### src/rtl/exp_req_ctrl_pkg.sv
// Shared definitions for the exception request controller: FSM encoding,
// cause width and drop counter saturation value.
// Latency: n/a (types and constants only). Backpressure: n/a.
package exp_ctrl_pkg;

  typedef enum logic [1:0] {
    ST_IDLE    = 2'd0,
    ST_REQ     = 2'd1,
    ST_SERVICE = 2'd2
  } state_t;

  localparam int CAUSE_W = 2;
  localparam int DROP_W  = 16;
  localparam logic [DROP_W-1:0] DROP_SAT = 16'hFFFF;

endpackage

### src/rtl/exp_req_ctrl_if.sv
// Bundle between the exception request controller and its environment:
// raw events + mask and CPU ack/done in; request, cause, status out.
// master = controller side, slave = CPU/top-level side.
interface exp_req_ctrl_if #(
  parameter int N_SRC = 3
);
  logic [N_SRC-1:0]                 evt_in;
  logic [N_SRC-1:0]                 evt_mask;
  logic                             int_ack;
  logic                             int_done;
  logic [N_SRC-1:0]                 exp_src;
  logic [exp_ctrl_pkg::CAUSE_W-1:0] exp_cause;
  logic                             busy;
  logic [N_SRC-1:0]                 pending;
  logic [exp_ctrl_pkg::DROP_W-1:0]  drop_count;

  modport master (
    input  evt_in, evt_mask, int_ack, int_done,
    output exp_src, exp_cause, busy, pending, drop_count
  );

  modport slave (
    output evt_in, evt_mask, int_ack, int_done,
    input  exp_src, exp_cause, busy, pending, drop_count
  );
endinterface

### src/rtl/exp_req_ctrl_evt_debounce.sv
// Per-source front end: synchronizer, debounce counter, rise detector.
// Latency: evt_q is high in the cycle before the debounced level rises,
// SYNC_STAGES+DEB_CYCLES-1 edges after evt_in is first sampled. No backpressure.
// Ports: clk, rst, evt_in (async raw line) -> evt_q (one-cycle qualify pulse).
module evt_debounce #(
  parameter int SYNC_STAGES = 2,
  parameter int DEB_CYCLES  = 4
) (
  input  logic clk,
  input  logic rst,
  input  logic evt_in,
  output logic evt_q
);
  localparam int CNT_W = $clog2(DEB_CYCLES + 1);
  localparam logic [CNT_W-1:0] CNT_MAX = CNT_W'(DEB_CYCLES);

  logic [SYNC_STAGES-1:0] sync;
  logic [CNT_W-1:0]       deb_cnt;
  logic                   evt_s;

  assign evt_s = sync[SYNC_STAGES-1];

  always_ff @(posedge clk or posedge rst) begin
    if (rst) begin
      sync    <= '0;
      deb_cnt <= '0;
    end else begin
      sync <= {sync[SYNC_STAGES-2:0], evt_in};
      if (!evt_s)
        deb_cnt <= '0;
      else if (deb_cnt != CNT_MAX)
        deb_cnt <= deb_cnt + CNT_W'(1);
    end
  end

  // Fires on the cycle whose edge takes deb_cnt to DEB_CYCLES, so the
  // pending bit sets on the same edge the debounced level goes high.
  // Saturation at CNT_MAX guarantees a held line fires only once.
  assign evt_q = evt_s && (deb_cnt == CNT_MAX - CNT_W'(1));

endmodule

### src/rtl/exp_req_ctrl.sv
// Exception request controller: debounces event lines, latches pending,
// presents one fixed-priority request at a time until int_ack, then waits int_done.
// Latency: exp_src one edge after eligible; request held until acked. No backpressure.
// Ports: clk, rst (async active-high), bus (exp_req_ctrl_if.master).
module exp_req_ctrl
  import exp_ctrl_pkg::*;
#(
  parameter int N_SRC       = 3,
  parameter int SYNC_STAGES = 2,
  parameter int DEB_CYCLES  = 4
) (
  input  logic               clk,
  input  logic               rst,
  exp_req_ctrl_if.master     bus
);
  logic [N_SRC-1:0]   evt_q;
  logic [N_SRC-1:0]   pend_r, pend_nxt, eligible, grant_clr, drop_vec;
  logic [DROP_W-1:0]  drop_r, drop_nxt;
  logic [N_SRC-1:0]   src_r;
  logic               busy_r;
  logic [CAUSE_W-1:0] win, win_nxt, pri_idx;
  logic               pri_vld;
  state_t             state, state_nxt;

  for (genvar i = 0; i < N_SRC; i++) begin : g_src
    evt_debounce #(
      .SYNC_STAGES (SYNC_STAGES),
      .DEB_CYCLES  (DEB_CYCLES)
    ) u_deb (
      .clk    (clk),
      .rst    (rst),
      .evt_in (bus.evt_in[i]),
      .evt_q  (evt_q[i])
    );
  end

  // Masking only gates arbitration; masked events still latch.
  assign eligible = pend_r & bus.evt_mask;

  // Lowest index wins: scan downward so the last hit is the lowest.
  always_comb begin
    pri_idx = '0;
    pri_vld = 1'b0;
    for (int i = N_SRC - 1; i >= 0; i--) begin
      if (eligible[i]) begin
        pri_idx = CAUSE_W'(i);
        pri_vld = 1'b1;
      end
    end
  end

  always_comb begin
    state_nxt = state;
    win_nxt   = win;
    grant_clr = '0;
    case (state)
      ST_IDLE: begin
        if (pri_vld) begin
          win_nxt   = pri_idx;
          state_nxt = ST_REQ;
        end
      end
      ST_REQ: begin
        // No preemption: once latched, win is held until ack or withdrawal.
        if (bus.int_ack) begin
          grant_clr = N_SRC'(1) << win;
          state_nxt = ST_SERVICE;
        end else if (!eligible[win]) begin
          state_nxt = ST_IDLE;
        end
      end
      ST_SERVICE: begin
        if (bus.int_done)
          state_nxt = ST_IDLE;
      end
      default: state_nxt = ST_IDLE;
    endcase
  end

  // Set beats the grant clear; a set landing on an already-pending bit
  // (not being cleared this cycle) is a lost event.
  always_comb begin
    drop_vec = evt_q & pend_r & ~grant_clr;
    pend_nxt = (pend_r & ~grant_clr) | evt_q;
    drop_nxt = drop_r;
    for (int i = 0; i < N_SRC; i++) begin
      if (drop_vec[i] && drop_nxt != DROP_SAT)
        drop_nxt = drop_nxt + DROP_W'(1);
    end
  end

  // Outputs are decoded from the next state so they change on the same
  // edge as the state register.
  always_ff @(posedge clk or posedge rst) begin
    if (rst) begin
      state  <= ST_IDLE;
      win    <= '0;
      pend_r <= '0;
      drop_r <= '0;
      src_r  <= '0;
      busy_r <= 1'b0;
    end else begin
      state  <= state_nxt;
      win    <= win_nxt;
      pend_r <= pend_nxt;
      drop_r <= drop_nxt;
      src_r  <= (state_nxt == ST_REQ) ? (N_SRC'(1) << win_nxt) : '0;
      busy_r <= (state_nxt == ST_SERVICE);
    end
  end

  assign bus.exp_src    = src_r;
  assign bus.exp_cause  = win;
  assign bus.busy       = busy_r;
  assign bus.pending    = pend_r;
  assign bus.drop_count = drop_r;

endmodule

### src/flat_wrapper.sv
// flat-port wrapper written by rule: the top's interface ports become plain ports
module exp_req_ctrl_flat import exp_ctrl_pkg::*;
#(
  parameter int N_SRC       = 3,
  parameter int SYNC_STAGES = 2,
  parameter int DEB_CYCLES  = 4
)
  (clk, rst, bus_evt_in, bus_evt_mask, bus_int_ack, bus_int_done, bus_exp_src, bus_exp_cause, bus_busy, bus_pending, bus_drop_count);
  exp_req_ctrl_if #(.N_SRC(N_SRC)) bus_i ();
  input  logic clk;
  input  logic rst;
  input wire logic [$bits(bus_i.evt_in)-1:0] bus_evt_in;
  input wire logic [$bits(bus_i.evt_mask)-1:0] bus_evt_mask;
  input wire logic [$bits(bus_i.int_ack)-1:0] bus_int_ack;
  input wire logic [$bits(bus_i.int_done)-1:0] bus_int_done;
  output wire logic [$bits(bus_i.exp_src)-1:0] bus_exp_src;
  output wire logic [$bits(bus_i.exp_cause)-1:0] bus_exp_cause;
  output wire logic [$bits(bus_i.busy)-1:0] bus_busy;
  output wire logic [$bits(bus_i.pending)-1:0] bus_pending;
  output wire logic [$bits(bus_i.drop_count)-1:0] bus_drop_count;
  assign bus_i.evt_in = bus_evt_in;
  assign bus_i.evt_mask = bus_evt_mask;
  assign bus_i.int_ack = bus_int_ack;
  assign bus_i.int_done = bus_int_done;
  assign bus_exp_src = bus_i.exp_src;
  assign bus_exp_cause = bus_i.exp_cause;
  assign bus_busy = bus_i.busy;
  assign bus_pending = bus_i.pending;
  assign bus_drop_count = bus_i.drop_count;
  exp_req_ctrl #(.N_SRC(N_SRC), .SYNC_STAGES(SYNC_STAGES), .DEB_CYCLES(DEB_CYCLES)) u_core (.clk(clk), .rst(rst), .bus(bus_i));
endmodule
### config.mk
export PLATFORM = sky130hd
export DESIGN_NAME = exp_req_ctrl_flat
export DESIGN_NICKNAME = d
export VERILOG_FILES = /design/src/rtl/exp_req_ctrl_pkg.sv /design/src/rtl/exp_req_ctrl_if.sv /design/src/rtl/exp_req_ctrl_evt_debounce.sv /design/src/rtl/exp_req_ctrl.sv /design/src/flat_wrapper.sv
export SDC_FILE = /design/constraint.sdc
export NUM_CORES = 1
export LEC_CHECK = 0
export ABC_AREA = 1
export CORE_MARGIN = 4
export CORE_UTILIZATION = 45
export CTS_CLUSTER_DIAMETER = 50
export DETAILED_ROUTE_END_ITERATION = 8
export HOLD_SLACK_MARGIN = 0.06
export PLACE_DENSITY = 0.77
export SLEW_MARGIN = 20
export SYNTH_ARGS = -nofsm -noshare
export SYNTH_HDL_FRONTEND = slang
export SYNTH_SLANG_ARGS = --single-unit
### constraint.sdc
create_clock -name clk -period 3.5 [get_ports clk]
set_clock_uncertainty 0.2 [all_clocks]
set_input_delay 0.35 -clock clk [delete_from_list [all_inputs] [get_ports clk]]
set_output_delay 0.35 -clock clk [all_outputs]
set_load 0.005 [all_outputs]
* After elaboration in Yosys (flattened, before gate mapping)
Cells that the tools add are included.
Word-level totals: register bits 42, output and inout port bits 25
Operators by class: add/sub/neg operators 6, order comparisons 1, eq/ne operators 16, shift operators 2, muxes and demuxes 27, bitwise operators 6, reductions and logical operators 7
Operator list (count):
- 16-bit by 1-bit adder with 16-bit output (second input constant) | 3
- 16-bit 2-to-1 mux | 3
- 16-bit != test (second input constant) | 3
- 3-bit 2-to-1 mux | 9
- 2-bit 2-to-1 mux | 9
- 3-bit bitwise AND | 4
- 3-bit by 1-bit adder with 3-bit output (second input constant) | 3
- 3-bit by 2-bit == test with 1-bit output (second input constant) | 3
- 3-bit != test (second input constant) | 3
- 1-bit logical AND | 6
- 2-bit by 1-bit != test with 1-bit output (second input constant) | 3
- 2-bit one-hot mux with 3 select lines | 1
- 1-bit by 2-bit << shifter with 3-bit output (first input constant) | 2
- 2-bit by 1-bit == test with 1-bit output (second input constant) | 2
- 2-bit == test (second input constant) | 2
- 1-bit 2-to-1 mux | 4
- 2-bit by 3-bit less-than comparator with 1-bit output (second input constant) | 1
- 3-bit NOT | 1
- 3-bit OR | 1
- 1-bit binary-select mux with 2-bit select | 1
- 2-bit zero test | 1

* Depth between registers and ports, before layout
word-level depth 13, mapped depth 28, gate-level depth less buffers 26

* By module
Synthesis repeated with hierarchy kept, for this count alone.
Unflattened totals: cells, all modules 641, area total of the unflattened synthesis 3927.5 um^2
Modules (own cells, without submodules):
- exp_req_ctrl | times used 1, cells each 575, area an instance 3240.6 um^2
- evt_debounce | times used 3, cells each 22, area an instance 229.0 um^2

* Least setup slack after synthesis
OpenSTA, ideal clock, no wires.
kind register to register, start reg u_core.drop_r[0] (netlist: u_core.bus.drop_count[0]), end reg u_core.drop_r[7] (netlist: u_core.bus.drop_count[7]), library setup time 117 ps, arrival time 3076 ps, slack 108 ps, cell stages (with the launch flop) 26, path buffers 3, period minus slack after synthesis 3392 ps, cells stage by stage dfrtp_1 -> ha_1 -> nand2_2 -> nor2_4 -> nand2_2 -> nor2_2 -> nor2_4 -> buf_4 -> nand2_1 -> nand2_1 -> ha_1 -> nand3_2 -> nor2_2 -> nand3_4 -> nand2_4 -> buf_6 -> nand2_2 -> nand2_4 -> nand2_4 -> nor2_4 -> nand2_2 -> nor2_4 -> nor2_4 -> buf_6 -> nand2_1 -> nand2_1
Between the ends: word-level cells in the longest chain between the ends 9
RTL lines:
- start, declared | RTL line exp_req_ctrl.sv:18 | logic [DROP_W-1:0] drop_r, drop_nxt;
- start signal, assigned | RTL line exp_req_ctrl.sv:106 | drop_r <= drop_nxt;
- branches (longest 2 deep; another with 16-bit by 1-bit adder with 16-bit output)
- 16-bit 2-to-1 mux (*) | RTL line exp_req_ctrl.sv:87 | if (drop_vec[i] && drop_nxt != DROP_SAT)
- branches (longest 2 deep; another with 16-bit by 1-bit adder with 16-bit output)
- 16-bit 2-to-1 mux (*) | RTL line exp_req_ctrl.sv:87
- branches (longest 2 deep; another with 16-bit by 1-bit adder with 16-bit output)
- 16-bit 2-to-1 mux (*) | RTL line exp_req_ctrl.sv:87
- named net u_core.drop_nxt[7] | RTL line exp_req_ctrl.sv:18
Mark *: on every way through the listed nets, which the timed path passes. A chain may end at the register's enable or synchronous reset.

* Worst setup path in the final report
start reg u_core.g_src[0].u_deb.deb_cnt[1], end reg u_core.drop_r[3] (netlist: u_core.bus.drop_count[3])
Between the ends: word-level cells in the longest chain between the ends 12
RTL lines:
- start, declared | RTL line exp_req_ctrl_evt_debounce.sv:18 | logic [CNT_W-1:0] deb_cnt;
- start signal, assigned | RTL line exp_req_ctrl_evt_debounce.sv:32 | deb_cnt <= deb_cnt + CNT_W'(1);
- 3-bit by 2-bit == test with 1-bit output (*) | RTL line exp_req_ctrl_evt_debounce.sv:39 | assign evt_q = evt_s && (deb_cnt == CNT_MAX - CNT_W'(1));
- 1-bit logical AND (*) | RTL line exp_req_ctrl_evt_debounce.sv:39
- 3-bit bitwise AND (*) (2 in a row) | RTL line exp_req_ctrl.sv:83 | drop_vec = evt_q & pend_r & ~grant_clr;
- 1-bit logical AND (*) | RTL line exp_req_ctrl.sv:87
- 16-bit 2-to-1 mux (*) | RTL line exp_req_ctrl.sv:87
- branches (longest 2 deep; another with 16-bit by 1-bit adder with 16-bit output)
- 16-bit 2-to-1 mux (*) | RTL line exp_req_ctrl.sv:87
- branches (longest 2 deep; another with 16-bit by 1-bit adder with 16-bit output)
- 16-bit 2-to-1 mux (*) | RTL line exp_req_ctrl.sv:87
- named net u_core.drop_nxt[3] | RTL line exp_req_ctrl.sv:18
Marked as above.

==> impl_metrics.tcl <==
set metrics [dict create \
    status "finished, violations left" \
    violations "capacitance limit, slew limit, setup timing" \
    drt-total-wl_um 13770 \
    setup_viol 1 \
    netlist_area_um2 3946 \
    coreArea_um2 8382 \
    drt_iter0_drc 392 \
    wire_per_inst_um 16.05 \
    vias 4654 \
    antenna_found_initial 0 \
    rows 33 \
    fin_nets 773 \
    synth_edf_count 0 \
    ir_worst_vdd_uv 262.6 \
    synth_commonest_cells "nand2_1, inv_1, nor2_1" \
    synth_top_cell_area_share_pct 26.63 \
    die_x_um 101.6 \
    tightest_slew_ns 1.623 \
    worstHoldPathType "reg2reg" \
    cts_htree_levels 2 \
    maxCapViolCount 1 \
    cts_sinks 42 \
    async_reset_ff_share_pct 100.0 \
    fp.dieH_um 101.6 \
    gr-total-overflow 0 \
    area_delta_synth_final_pct 48.48 \
    multi_input_area_um2 3162 \
    cts_buffers 5 \
    drc 0 \
    ys_seq_area_share_pct 26.63 \
    path_max_fanout 5 \
    yosys_warnings 0 \
    antenna_cells 0 \
    timing.final.crit_share_pct 100.1 \
    fin_crit_ns 3.503 \
    start_util_pct 47.08 \
    root_buffer "clkbuf_8" \
    crit_required_ns 3.56 \
    critPathLaunchType "register" \
    synth_area_leader_cell "dfrtp_1" \
    grt_pass1_vias 3752 \
    slew_headroom_pct -9.002 \
    grt_use_total_pct 21.98 \
    r2r_cells 23 \
    synth_most_common_cell "nand2_1" \
    cts_hold_buffers 0 \
    clk_latency_ns 0.31 \
    io_pins 35 \
    grt_max_degree 26 \
    grt_pass1_wl_um 18060 \
    hold_depth 0 \
    rsz0062_at_grt "true" \
    crit_type "reg2reg" \
    final_max_slew_viol_count 8 \
    ys_types 34 \
    p_leak_nw 2.919 \
    io_buffers 34 \
    p_per_area_nw_per_um2 596.4 \
    setup_ws_ns -0.002983 \
    clk_pin_slew_ns 0.10 \
    finalHoldViolCount 0 \
    die_area_um2 10330 \
    via_per_inst 5.424 \
    netlist_top_cells_area "dfrtp_1, nand2_1, inv_1, nand3_1, nor2_1" \
    dr.pass1.iters 7 \
    avgSynthCellArea_um2 6.244 \
    max_freq_ghz 0.2855 \
    netlist_instances 632 \
    dp_hpwl_um 8849 \
    seqCellArea_um2 1054 \
    yosys_register_bits 42 \
    cts_tree "built" \
    fillers 645 \
    endpoint_kind "register" \
    post-route-util_pct 69.91 \
    clockBufferDepth 2 \
    layout-drive-gt1-share_pct 36.79 \
    synth_fp_nets 653 \
    place.gp.congestion 0.9750 \
    ant_nets 0 \
    synth-main-ff-cell "dfrtp_1" \
    arrival_ns 3.56 \
    place_ws_ns -0.09800 \
]
==> area by class of cell <==
cell class / instances / share of cell area (%)
Sequential cell: 42 / 17.98
Clock inverter: 3 / 0.4484
Tap cell: 105 / 2.242
Clock buffer: 5 / 1.174
Inverter: 80 / 5.296
Multi-Input combinational cell: 506 / 53.96
Timing Repair Buffer: 117 / 18.90
==> flip-flops by register name, indices dropped and copies added (netlist names) <==
name / flops
u_core.g_src.u_deb.deb_cnt: 9
u_core.bus.pending: 3
u_core.bus.busy: 1
u_core.bus.exp_cause: 2
u_core.state: 2
u_core.bus.exp_src: 3
u_core.g_src.u_deb.sync: 6
u_core.bus.drop_count: 16
==> layout by cell type (no fill, tap or decap), drive strengths merged, types with 2 or more instances in the layout <==
master         synthesis  layout
o21ai                 24      24
clkinv                 2       2
xor2                  10      10
clkdlybuf4s50          0      34
inv                   78      81
o21bai                 3       3
nand2                293     296
nand3                 60      61
o31ai                  3       3
clkbuf                 0       9
nor2                  78      78
nand4                  8       8
dfrtp                 42      42
a21oi                  3       3
nand3b                 2       2
ha                    11      11
buf                    8      79
==> per-layer routing <==
metal	vias to the layer above	global-route usage (%)	part of all wire (%)
met3	48	3.719	7.6
met2	236	34.76	49
met1	2159	31.10	40
met4	0	5.930	3.2
met5	-	0	0
li1	2211	-	-
==> cell families (layout without fill, tap and decap cells) <==
family | count (synthesis) | after routing | synth area share, %
compound gates | 36 | 36 | 5.485
xor+xnor | 11 | 11 | 2.441
fa+ha+maj | 11 | 11 | 3.488
buf+inv | 88 | 205 | 9.892
flops | 42 | 42 | 26.63
simple gates | 444 | 448 | 52.06
==> per-stage QoR <==
stage / cell area, µm² / total power [mW] / std cells / setup TNS [ns] / hold slack (ns)
global route: 5859 / 3.722 / 858 / -2.486 / 0.1623
detailed placement: 4683 / 2.536 / 807 / -0.7235 / 0.1387
finish: 5859 / 3.494 / 858 / -0.002983 / 0.1574
global placement: 4683 / 2.512 / 807 / -0.7746 / 0.1328
floorplan: 3946 / 1.821 / 632 / 0 / 0.1312
CTS: 4815 / 2.914 / 818 / 0 / 0.1610
==> report_power, final <==
part	internal [mW]	leakage [nW]	switching, mW
combinational	0.976	2.35	1.36
clock	0.149	0.0495	0.207
sequential	0.637	0.519	0.164
total	1.76	2.92	1.73
==> timing repair <==
item,4_1_cts,5_1_grt
setup endpoints to repair,13,16
resized for setup,4,183
pin swaps,3,68
gates cloned,0,9
setup buffers,3,31
==> worst paths after layout <==
path / slack, ns / endpoint / startpoint
worst max-delay path: -0.003 / u_core.bus.drop_count[3] / u_core.g_src[0].u_deb.deb_cnt[1]
worst min-delay path: 0.16 / u_core.g_src[0].u_deb.sync[1] / u_core.g_src[0].u_deb.sync[0]
worst max register to register: -0.003 / u_core.bus.drop_count[3] / u_core.g_src[0].u_deb.deb_cnt[1]
worst min register to register: 0.16 / u_core.g_src[0].u_deb.sync[1] / u_core.g_src[0].u_deb.sync[0]
max in group asynchronous: 2.16 / u_core.bus.exp_cause[0] / rst
min in group asynchronous: 0.22 / u_core.g_src[2].u_deb.deb_cnt[0] / rst
==> critical path, cell delays in order (launching register included) <==
cell	delay, ns
dfrtp_1	0.37
ha_2	0.20
ha_4	0.15
nand3_4	0.09
o21bai_4	0.20
nor2_4	0.17
buf_6	0.12
nand2_2	0.05
nand2_2	0.10
buf_4	0.14
nand3_1	0.22
nor2_1	0.19
xor2_1	0.33
nand2_4	0.09
nand2_4	0.10
inv_4	0.05
nand2_2	0.07
nor2_4	0.05
nand2_4	0.08
nor2_4	0.04
nor2_4	0.17
buf_6	0.16
nand2_1	0.06
nand2_1	0.06
Power figures use the tool's default switching activity.
==> RTL edit: new RTL, same settings <==
Encoding of `state_t`: now one-hot (3 bits for 3 states).
--- a/src/rtl/exp_req_ctrl_pkg.sv
+++ b/src/rtl/exp_req_ctrl_pkg.sv
@@ -5,6 +5,6 @@
 
-  typedef enum logic [1:0] {
-    ST_IDLE    = 2'd0,
-    ST_REQ     = 2'd1,
-    ST_SERVICE = 2'd2
+  typedef enum logic [2:0] {
+    ST_IDLE    = 3'b001,
+    ST_REQ     = 3'b010,
+    ST_SERVICE = 3'b100
   } state_t;
Check against the original RTL: same outputs for any inputs over 10 cycles, from zero or initial values and one cycle with rst high; not proved beyond that.
==> RTL edit against the unedited design <==
The run ends with setup timing left; count of clock-buffer cells in the layout up 1; clock power fell by 14%; combinational power is 8% lower; synthesized area is 5.1% higher; total power down 7.1%; wire length up 6.5%; sequential cell count rose by 1; critical endpoint is now u_core.bus.drop_count[9]; final area rose by 6.7%; largest power group unchanged; setup slack worse by 0.043 ns; synthesized cell count rose by 7.0%.
==> RTL edit: results (changes against the unedited design) <==
Run status
  – Outcome: finished, violations left (unchanged)
  – Failing checks: setup timing (was capacitance limit, slew limit, setup timing)

Global route
  – Largest net degree at the start of global routing: 34 (was 26)
  – First-pass GRT wire length: 21360 um (was 18060 um)
  – Met3 Track Usage GR: 3.104% (was 3.719%)
  – Gr usage total: 24.00% (was 21.98%)
  – Vias in the first global route: 4584 (was 3752)
  – Met2 usage: 41.13% (was 34.76%)
  – Met1 GRT Util: 31.08% (was 31.10%)

Route
  – Drt pass-1 iters: 5 (was 7)
  – Total Routed Length: 14670 um (was 13770 um)
  – Routed vias: 5109 (was 4654)
  – Initial drt markers: 357 (was 392)
  – WL/cell: 15.52 um (was 16.05 um)

Clock tree
  – Worst-path clk slew: 0.08 ns (was 0.10 ns)
  – Clk_lat worst skew: 0.30 ns
  – Clk buf depth: 2 (unchanged)

Synth
  – Cells after synthesis: 676 (was 632)
  – Synth Net Count: 697 (was 653)
  – Distinct cells, synth: 41 (was 34)
  – Seq/Total Area, Yosys: 25.98% (was 26.63%)
  – Synth area leaders: dfrtp_1, nand2_1, nand3_1 (was dfrtp_1, nand2_1, inv_1)
  – Synth async-reset ratio: 100.0% (unchanged)
  – Commonest cells post-synth: nand2_1, inv_1, nand3_1 (was nand2_1, inv_1, nor2_1)

Layout
  – Fin nets: 857 (was 773)
  – Layout cell share with drive strength beyond 1: 35.84% (was 36.79%)

Critical path
  – WP data arrival: 3.58 ns (was 3.56 ns)
  – Slowest stage delay, CP: 0.41 ns (was 0.37 ns)
  – Maximum fanout along the worst path: 6 (was 5)
  – Crit path max-delay cell type: dfrtp_1 (unchanged)
  – Reg2reg path depth: 20 (was 23)

Pwr
  – Peak supply drop: 380.6 uV (was 262.6 uV)
  – Leak: 2.975 nW (was 2.919 nW)

Placement
  – Gpl congestion: 1.012 (was 0.9750)
  – DP Cell Count: 909 (was 807)
  – DPL Wire Length: 10740 um (was 8849 um)
  – Dpl cell area: 5300 um2 (was 4683 um2)

Timing
  – Setup_tns: -0.3278 ns (was -0.002983 ns)
  – Crit path setup slack, layout: -0.04645 ns (was -0.002983 ns)
  – Finish-stage setup viols: 13 (was 1)
  – Slew HR: 63.86% (was -9.002%)

Min path
  – Min-delay worst type: reg -> reg (unchanged)
[RTL edit: final timing paths]
check,startpoint,end,slack (ns)
worst max-delay path,u_core.bus.drop_count[5],u_core.bus.drop_count[9],-0.05
worst min-delay path,u_core.g_src[0].u_deb.sync[0],u_core.g_src[0].u_deb.sync[1],0.15
worst max register to register,u_core.bus.drop_count[5],u_core.bus.drop_count[9],-0.05
worst min register to register,u_core.g_src[0].u_deb.sync[0],u_core.g_src[0].u_deb.sync[1],0.15
max in group asynchronous,rst,u_core.state[0],2.27
min in group asynchronous,rst,u_core.g_src[1].u_deb.sync[1],0.21
[RTL edit: power breakdown]
group / internal (mW) / switching, mW / leakage (nW)
Combinational: 0.964 / 1.19 / 2.39
Sequential: 0.648 / 0.136 / 0.539
Clock: 0.139 / 0.167 / 0.0412
Total: 1.75 / 1.49 / 2.98
[RTL edit: area by class of cell]
cell class | count | area, um2
tap | 108 | 135.1
timing repair buffer | 161 | 1411
sequential | 43 | 1079
clock buffer | 6 | 72.57
clock inverter | 2 | 12.51
fill | 716 | 2599
multi-input combinational | 543 | 3227
inverter | 82 | 312.8
[RTL edit: what timing repair did]
| action | CTS | global route |
|---|---|---|
| gates resized for setup | 16 | 152 |
| setup buffers | 3 | 23 |
| pin swaps | 5 | 85 |
| gates cloned | 0 | 3 |
| hold endpoints to repair | 0 | 0 |
| endpoints found under the setup margin | 16 | 16 |
[RTL edit: worst max-delay path: cells and delay by family (launching register included)]
| family | cells | cell delay (ns) |
|---|---|---|
| AND/OR/NAND/NOR | 12 | 1.52 |
| AO/OA/AOI/OAI | 4 | 0.74 |
| buffers and inverters | 4 | 0.61 |
| flip-flops | 1 | 0.41 |
[RTL edit: per-stage QoR]
stage	util, %	setup slack (ns)
after floorplan	-	0.05962
after global placement	59.88	-0.1178
after detailed placement	59.90	-0.2323
after CTS	62.17	0.001492
after global routing	70.63	-0.2204
final	70.63	-0.04645
[RTL edit: cell families after synthesis]
group | Yosys count | synth area share, %
xor gates and xnor gates | 4 | 0.8451
AOI/OAI and AO/OA | 37 | 5.794
adders and majority gates | 11 | 3.319
DFF | 43 | 25.98
buffers and inverters | 92 | 10.02
and+or+nand+nor | 489 | 54.04
[RTL edit: per-layer routing]
| metal | vias to the layer above | part of all wire, % |
|---|---|---|
| met5 | - | 0 |
| met4 | 0 | 3.8 |
| met3 | 51 | 6.2 |
| met2 | 227 | 48 |
| met1 | 2394 | 42 |
| li1 | 2437 | - |
